**config.mk**
```make
export PLATFORM = sky130hd
export DESIGN_NAME = mips_fetch_unit
export DESIGN_NICKNAME = d
export VERILOG_FILES = /design/src/rtl/mips_pkg.sv /design/src/rtl/mips_next_pc.sv /design/src/rtl/mips_fetch_unit.sv
export SDC_FILE = /design/constraint.sdc
export NUM_CORES = 1
export LEC_CHECK = 0
export ABC_CLOCK_PERIOD_IN_PS = 4400
export BUFFER_PORTS_ARGS = -buffer_cell sky130_fd_sc_hd__buf_2
export CORE_ASPECT_RATIO = 1.75
export CORE_MARGIN = 10
export CORE_UTILIZATION = 50
export DETAILED_ROUTE_END_ITERATION = 7
export GPL_TIMING_DRIVEN = 0
export PLACE_DENSITY = 0.74
export SETUP_SLACK_MARGIN = 0.3
export SLEW_MARGIN = 15
export SYNTH_ARGS = -nofsm -noshare
export SYNTH_HDL_FRONTEND = slang
export SYNTH_HIERARCHICAL = 1
export SYNTH_SLANG_ARGS = --single-unit
```
**constraint.sdc**
```tcl
create_clock -name clk -period 4.4 [get_ports clk]
set_clock_uncertainty 0.2 [all_clocks]
set_input_delay 0.44 -clock clk [delete_from_list [all_inputs] [get_ports clk]]
set_output_delay 0.44 -clock clk [all_outputs]
set_load 0.01 [all_outputs]
```
**src/rtl/mips_pkg.sv**
```systemverilog
// Shared definitions for the MIPS fetch unit: FSM states, reset PC default,
// instruction field positions and the branch-offset helper.
package mips_pkg;

    // Fetch handshake phases: issue request, await word, hold until retired.
    typedef enum logic [1:0] {
        S_REQ  = 2'd0,
        S_WAIT = 2'd1,
        S_HOLD = 2'd2
    } fetch_state_t;

    localparam logic [31:0] DEFAULT_RESET_PC = 32'h0000_0000;

    localparam int OP_HI    = 31;
    localparam int OP_LO    = 26;
    localparam int FUNC_HI  = 5;
    localparam int FUNC_LO  = 0;
    localparam int IMM_HI   = 15;
    localparam int IMM_LO   = 0;
    localparam int JADDR_HI = 25;
    localparam int JADDR_LO = 0;

    // Sign-extends a 16-bit branch immediate and converts words to bytes.
    function automatic logic [31:0] branch_offset(input logic [15:0] imm);
        return {{14{imm[15]}}, imm, 2'b00};
    endfunction

endpackage

```
**src/rtl/mips_next_pc.sv**
```systemverilog
// Combinational next-PC selection: jump target, taken branch, or sequential.
module mips_next_pc
    import mips_pkg::*;
(
    input  logic [31:0] i_pc_plus4,
    input  logic [25:0] i_instr_idx,
    input  logic        i_branch,
    input  logic        i_jump,
    input  logic        i_zero,
    output logic [31:0] o_next_pc
);

    logic [31:0] w_jump_target;
    logic [31:0] w_branch_target;

    // Jump keeps the current 256 MB region; branch is relative to pc + 4.
    assign w_jump_target   = {i_pc_plus4[31:28], i_instr_idx[JADDR_HI:JADDR_LO], 2'b00};
    assign w_branch_target = i_pc_plus4 + branch_offset(i_instr_idx[IMM_HI:IMM_LO]);

    // Jump has priority over a taken branch; otherwise fall through.
    always_comb begin
        o_next_pc = i_pc_plus4;
        if (i_jump) begin
            o_next_pc = w_jump_target;
        end else if (i_branch && i_zero) begin
            o_next_pc = w_branch_target;
        end
    end

endmodule

```
**src/rtl/mips_fetch_unit.sv**
```systemverilog
// MIPS fetch unit: owns the PC, fetches one instruction per retire over a
// valid/ready memory port and presents it to control and datapath.
module mips_fetch_unit
    import mips_pkg::*;
#(
    parameter logic [31:0] RESET_PC = DEFAULT_RESET_PC
) (
    input  logic        clk,
    input  logic        reset,
    output logic        imem_req_valid,
    output logic [31:0] imem_req_addr,
    input  logic        imem_req_ready,
    input  logic        imem_rsp_valid,
    input  logic [31:0] imem_rsp_data,
    output logic        instr_valid,
    output logic [31:0] instr_out,
    output logic [5:0]  op_out,
    output logic [5:0]  func_out,
    output logic [31:0] pc_out,
    output logic [31:0] pc_plus4_out,
    input  logic        retire_in,
    input  logic        branch_in,
    input  logic        jump_in,
    input  logic        zero_in,
    output logic [31:0] retired_count,
    output logic        err_out
);

    fetch_state_t r_state;
    fetch_state_t w_next_state;
    logic [31:0]  r_pc;
    logic [31:0]  r_instr;
    logic         r_instr_valid;
    logic         r_req_valid;
    logic [31:0]  r_count;
    logic         r_err;

    logic         w_rsp_take;
    logic         w_retire_take;
    logic         w_protocol_err;
    logic [31:0]  w_pc_plus4;
    logic [31:0]  w_next_pc;

    assign w_pc_plus4 = r_pc + 32'd4;

    mips_next_pc u_next_pc (
        .i_pc_plus4  (w_pc_plus4),
        .i_instr_idx (r_instr[JADDR_HI:JADDR_LO]),
        .i_branch    (branch_in),
        .i_jump      (jump_in),
        .i_zero      (zero_in),
        .o_next_pc   (w_next_pc)
    );

    // Next-state logic: advance on request accept, response and retire.
    always_comb begin
        w_next_state  = r_state;
        w_rsp_take    = 1'b0;
        w_retire_take = 1'b0;
        case (r_state)
            S_REQ: begin
                if (r_req_valid && imem_req_ready) begin
                    w_next_state = S_WAIT;
                end
            end
            S_WAIT: begin
                if (imem_rsp_valid) begin
                    w_rsp_take   = 1'b1;
                    w_next_state = S_HOLD;
                end
            end
            S_HOLD: begin
                if (retire_in) begin
                    w_retire_take = 1'b1;
                    w_next_state  = S_REQ;
                end
            end
            default: begin
                w_next_state = S_REQ;
            end
        endcase
    end

    // A response or retire arriving in the wrong phase is ignored but flagged.
    assign w_protocol_err = (imem_rsp_valid && (r_state != S_WAIT)) ||
                            (retire_in && (r_state != S_HOLD));

    // State, PC, instruction, counter and sticky error registers.
    always_ff @(posedge clk) begin
        if (reset) begin
            r_state       <= S_REQ;
            r_pc          <= RESET_PC;
            r_instr       <= 32'd0;
            r_instr_valid <= 1'b0;
            r_req_valid   <= 1'b0;
            r_count       <= 32'd0;
            r_err         <= 1'b0;
        end else begin
            r_state     <= w_next_state;
            r_req_valid <= (w_next_state == S_REQ);
            if (w_rsp_take) begin
                r_instr       <= imem_rsp_data;
                r_instr_valid <= 1'b1;
            end
            if (w_retire_take) begin
                r_pc          <= w_next_pc;
                r_instr_valid <= 1'b0;
                r_count       <= r_count + 32'd1;
            end
            if (w_protocol_err) begin
                r_err <= 1'b1;
            end
        end
    end

    assign imem_req_valid = r_req_valid;
    assign imem_req_addr  = r_pc;
    assign instr_valid    = r_instr_valid;
    assign instr_out      = r_instr;
    assign op_out         = r_instr[OP_HI:OP_LO];
    assign func_out       = r_instr[FUNC_HI:FUNC_LO];
    assign pc_out         = r_pc;
    assign pc_plus4_out   = w_pc_plus4;
    assign retired_count  = r_count;
    assign err_out        = r_err;

endmodule
```
==> results.md <==
- The highest achievable clock rate is 0.250 GHz.
- The number of enable flip-flop cells after synthesis is 0.
- In this run the most critical hold path is launched from imem_rsp_data[23].
- The cell count after synthesis is 947.
- The wire length of the first global-routing pass is 38900 um.
- The pin count of the biggest net entering global routing is 21.
- The worst hold slack across all endpoints is 0.110 ns.
- The worst reg-to-reg setup slack is 0.40 ns.
- Subtracting the final worst setup slack from the clock period gives 4.00 ns.
- The min-delay analysis places its worst path in the category primary input to flip-flop.
- After clock tree synthesis, the clock-pin slew on the worst setup and hold paths is 0.08 ns.
- The number of violations of the max-capacitance limit is 0.
- Setup repair after global routing left no endpoint under its margin.
- The via total after detailed routing is around 7.8k.
- The number of global-route vias before repair is 7678.
- The top-level I/O count is ~220.
- The top cell type by total area after synthesis is sky130_fd_sc_hd__dfxtp_1.
- The headroom to the max-slew limit is 0.333.
- Of the cells placed in the final design, the portion with a size suffix greater than 1 is 0.309.
- The H-tree was split into 3 levels.
- The largest driver fanout on the critical path is 7.
- After detailed routing, the number of remaining DRC violations is 0.
- The final count of hold timing violations is 0.
- The startpoint identified for the worst register-to-register timing path is imem_req_addr[4].
- For this run, the register share of the synthesized area comes to 0.286.
- The netlist uses 66 different library cells.
- The flow ran to the end, and the final reports show no timing, DRC or antenna violations.
- The leakage power of the design is 4.24 nW.
- The destination of the worst register-to-register timing path is imem_req_addr[30].
- At the pin with the least slew margin, the transition time is 1.00 ns.
- The worst setup path is launched from a flip-flop.
- After the last flow step, the layout net total stands at 1259.
- For this configuration, the core starts out at a cell density of 0.508.
- The initial antenna violation count came to 3.
- Setup violations remaining at the end of the flow were counted as 0.
- Counting cells, the worst reg-to-reg path comes to 15.
- After detailed routing, the average wire length per cell comes to 18.8 um.
- For this run, the leading register cell type out of synthesis is sky130_fd_sc_hd__dfxtp_1.
- The placed wire-length estimate is about 20000 um.
- For this block, the routed nets add up to 25800 um of wire.
- The endpoint of the worst hold-timing path is instr_out[23].
- In this run the mean area of a mapped cell was 7.47 um^2.
- The first detailed-routing pass ran for 5 iterations.
- The top-area cell type share of the netlist area is 0.286.
- The max-slew violation count was 0.
- The width of the die is approximately 110 um.
- The number of clock sinks seen by CTS is between 100 and 150.
- The count of hold-fix buffers inserted at cts is 0.
- After synthesis the netlist holds a flip-flop and latch count of between 100 and 150.
- The worst setup path is captured at a flip-flop.
- The average via count per standard cell is 5.69.
- The longest clock path from root to sink contains 2 buffers.
- The relative area change from synthesis to final layout is 26.9%.
- The final weighted congestion of routability-driven global placement is 0.960.
- The total CTS buffers is 9.
- In this run the vertical extent of the chip is about 180 um.
- The number of nets in the synthesized netlist is 1019.
- The CTS root buffer is sky130_fd_sc_hd__clkbuf_16.
- The remaining global-route overflow is 0.
- The overall routing resource usage is 0.253.
- Ranked by total cell area, the synthesized netlist is headed by sky130_fd_sc_hd__dfxtp_1, sky130_fd_sc_hd__nand2_1, sky130_fd_sc_hd__a21oi_1, sky130_fd_sc_hd__buf_4, sky130_fd_sc_hd__ha_1.
- The total die area is 19500 um^2.
- Data on the critical path is required at its endpoint by about 4.5 ns.
- The data arrival time of the critical path is 4.10 ns.
- The worst-skew pair later-pin latency is 0.36 ns.
- The CTS tree is done.
- In this run the power density over the cells is 213 nW/um^2.
- The top cell types in the final layout, fill and taps aside, are sky130_fd_sc_hd__buf_2, sky130_fd_sc_hd__nand2_1, sky130_fd_sc_hd__a21oi_1, sky130_fd_sc_hd__dfxtp_1, sky130_fd_sc_hd__buf_4.
- The area of the placeable core is 13900 um^2.
- The most frequent standard cell in the layout excluding fill and tap cells is sky130_fd_sc_hd__buf_2.
- The cell area after synthesis is 7070 um^2.
- The remaining antenna violation count is 0.
- The post-route fraction of the period consumed by the critical path is 0.908.
- Measured on the finished design, the core utilization comes to 0.645.
- IR analysis of the VDD net gives a maximum drop of 0.202 mV.
- The overall power after layout is 1.91 mW.
- Yosys printed 6 warnings.
- The iteration-0 DRC count of the detailed router is 315.
- The count of standard-cell rows is 57.
- Input and output buffers added on the ports amount to around 210.
- The share of flip-flops with an asynchronous set or reset is 0.
- The critical path in this run is classified as flip-flop to flip-flop.
- The worst hold path passes through 3 cells.
## layout make-up
type                       instances  area, um^2
fill                            1340        4930
sequential                       101        2050
tap                              177         221
clock buffer                       9         225
buffer                            96         596
multi-input combinational        735        4560
clock inverter                     7        76.3
inverter                          15        56.3
antenna                            2        5.00
timing repair buffer             229        1190
## sequential cells by signal (all words and copies together), names as in the netlist
signal	count
imem_req_addr	32
instr_out	32
retired_count	32
r_state	2
err_out	1
imem_req_valid	1
instr_valid	1
## logic make-up after synthesis
| logic type | share of synthesized area |
|---|---|
| fa+ha+maj | 0.0577 |
| compound gates | 0.207 |
| mux | 0.0269 |
| xor+xnor | 0.0768 |
| buf+inv | 0.0917 |
| simple gates | 0.254 |
| flops | 0.286 |
## synthesized netlist by cell type, types with 10 or more instances
| cell type | count |
|---|---|
| sky130_fd_sc_hd__nand2_1 | 200 |
| sky130_fd_sc_hd__a21oi_1 | 126 |
| sky130_fd_sc_hd__dfxtp_1 | 101 |
| sky130_fd_sc_hd__buf_4 | 52 |
| sky130_fd_sc_hd__xnor2_1 | 43 |
| sky130_fd_sc_hd__nor2_1 | 42 |
| sky130_fd_sc_hd__o21ai_0 | 41 |
| sky130_fd_sc_hd__clkbuf_1 | 33 |
| sky130_fd_sc_hd__ha_1 | 31 |
| sky130_fd_sc_hd__nand3_1 | 31 |
| sky130_fd_sc_hd__nand4_1 | 22 |
| sky130_fd_sc_hd__a21o_1 | 20 |
| sky130_fd_sc_hd__xor2_1 | 19 |
| sky130_fd_sc_hd__or4_1 | 16 |
| sky130_fd_sc_hd__inv_1 | 15 |
| sky130_fd_sc_hd__nor3_1 | 14 |
| sky130_fd_sc_hd__mux2i_1 | 10 |
| sky130_fd_sc_hd__o31ai_1 | 10 |
| sky130_fd_sc_hd__or3_1 | 10 |
## power by group
group / internal [mW] / leakage [nW] / switching (mW) / total [mW]
Combinational: 0.0578 / 3.27 / 0.100 / 0.158
Clock: 0.406 / 0.149 / 0.418 / 0.824
Sequential: 0.921 / 0.822 / 0.0113 / 0.932
## timing repair
item                                   in CTS  in global routing
pin swaps                                   1                  7
gates resized for setup                    13                 34
endpoints found under the hold margin       0                  0
buffers inserted                            1                 14
setup endpoints to repair                  11                 13
## how the worst max path moves through the flow
| stage | from | to | slack, ns | cells after the start |
|---|---|---|---|---|
| floorplan | imem_req_addr[4] | imem_req_addr[30] | 0.45 | 16 |
| global placement | imem_req_addr[2] | imem_req_addr[30] | -1.04 | 14 |
| detailed placement | imem_req_addr[2] | imem_req_addr[30] | -0.1 | 16 |
| CTS | imem_req_addr[4] | imem_req_addr[30] | 0.29 | 17 |
| global route | imem_req_addr[4] | imem_req_addr[31] | 0.27 | 15 |
| finish | imem_req_addr[4] | imem_req_addr[30] | 0.40 | 15 |
## per-layer routing
metal  routed length, um  vias to the layer above  GRT usage  part of all wire
met5                  17                        -          0           0.00066
li1                    -                     3774          -                 -
met4                1430                        2      0.174             0.056
met2               13900                      278      0.465              0.54
met1                8780                     3657      0.239              0.34
met3                1660                       84     0.0523             0.064
## per-stage QoR
stage	TNS [ns]	setup WS, ns	instances	cell area, um^2
after floorplan	0	0.450	947	7070
after global placement	-8.79	-1.04	1337	8360
after detailed placement	-0.120	-0.0968	1338	8370
after global routing	0	0.268	1370	8970
final	0	0.403	1371	8970
after CTS	0	0.290	1355	8720
## critical path, cell delays in order, from the launching register on
cell and delay, ns:
sky130_fd_sc_hd__dfxtp_4 0.38, sky130_fd_sc_hd__nand4_1 0.18, sky130_fd_sc_hd__buf_4 0.20, sky130_fd_sc_hd__nor4_4 0.42, sky130_fd_sc_hd__nand3_1 0.20, sky130_fd_sc_hd__xnor2_2 0.19
sky130_fd_sc_hd__ha_1 0.42, sky130_fd_sc_hd__and3_1 0.29, sky130_fd_sc_hd__a21o_1 0.16, sky130_fd_sc_hd__a21oi_1 0.08, sky130_fd_sc_hd__a21oi_2 0.34, sky130_fd_sc_hd__a311oi_2 0.17
sky130_fd_sc_hd__or4_1 0.41, sky130_fd_sc_hd__nand3_1 0.09, sky130_fd_sc_hd__nand2_1 0.07, sky130_fd_sc_hd__a21oi_2 0.13
(Power assumes the default switching activity.)
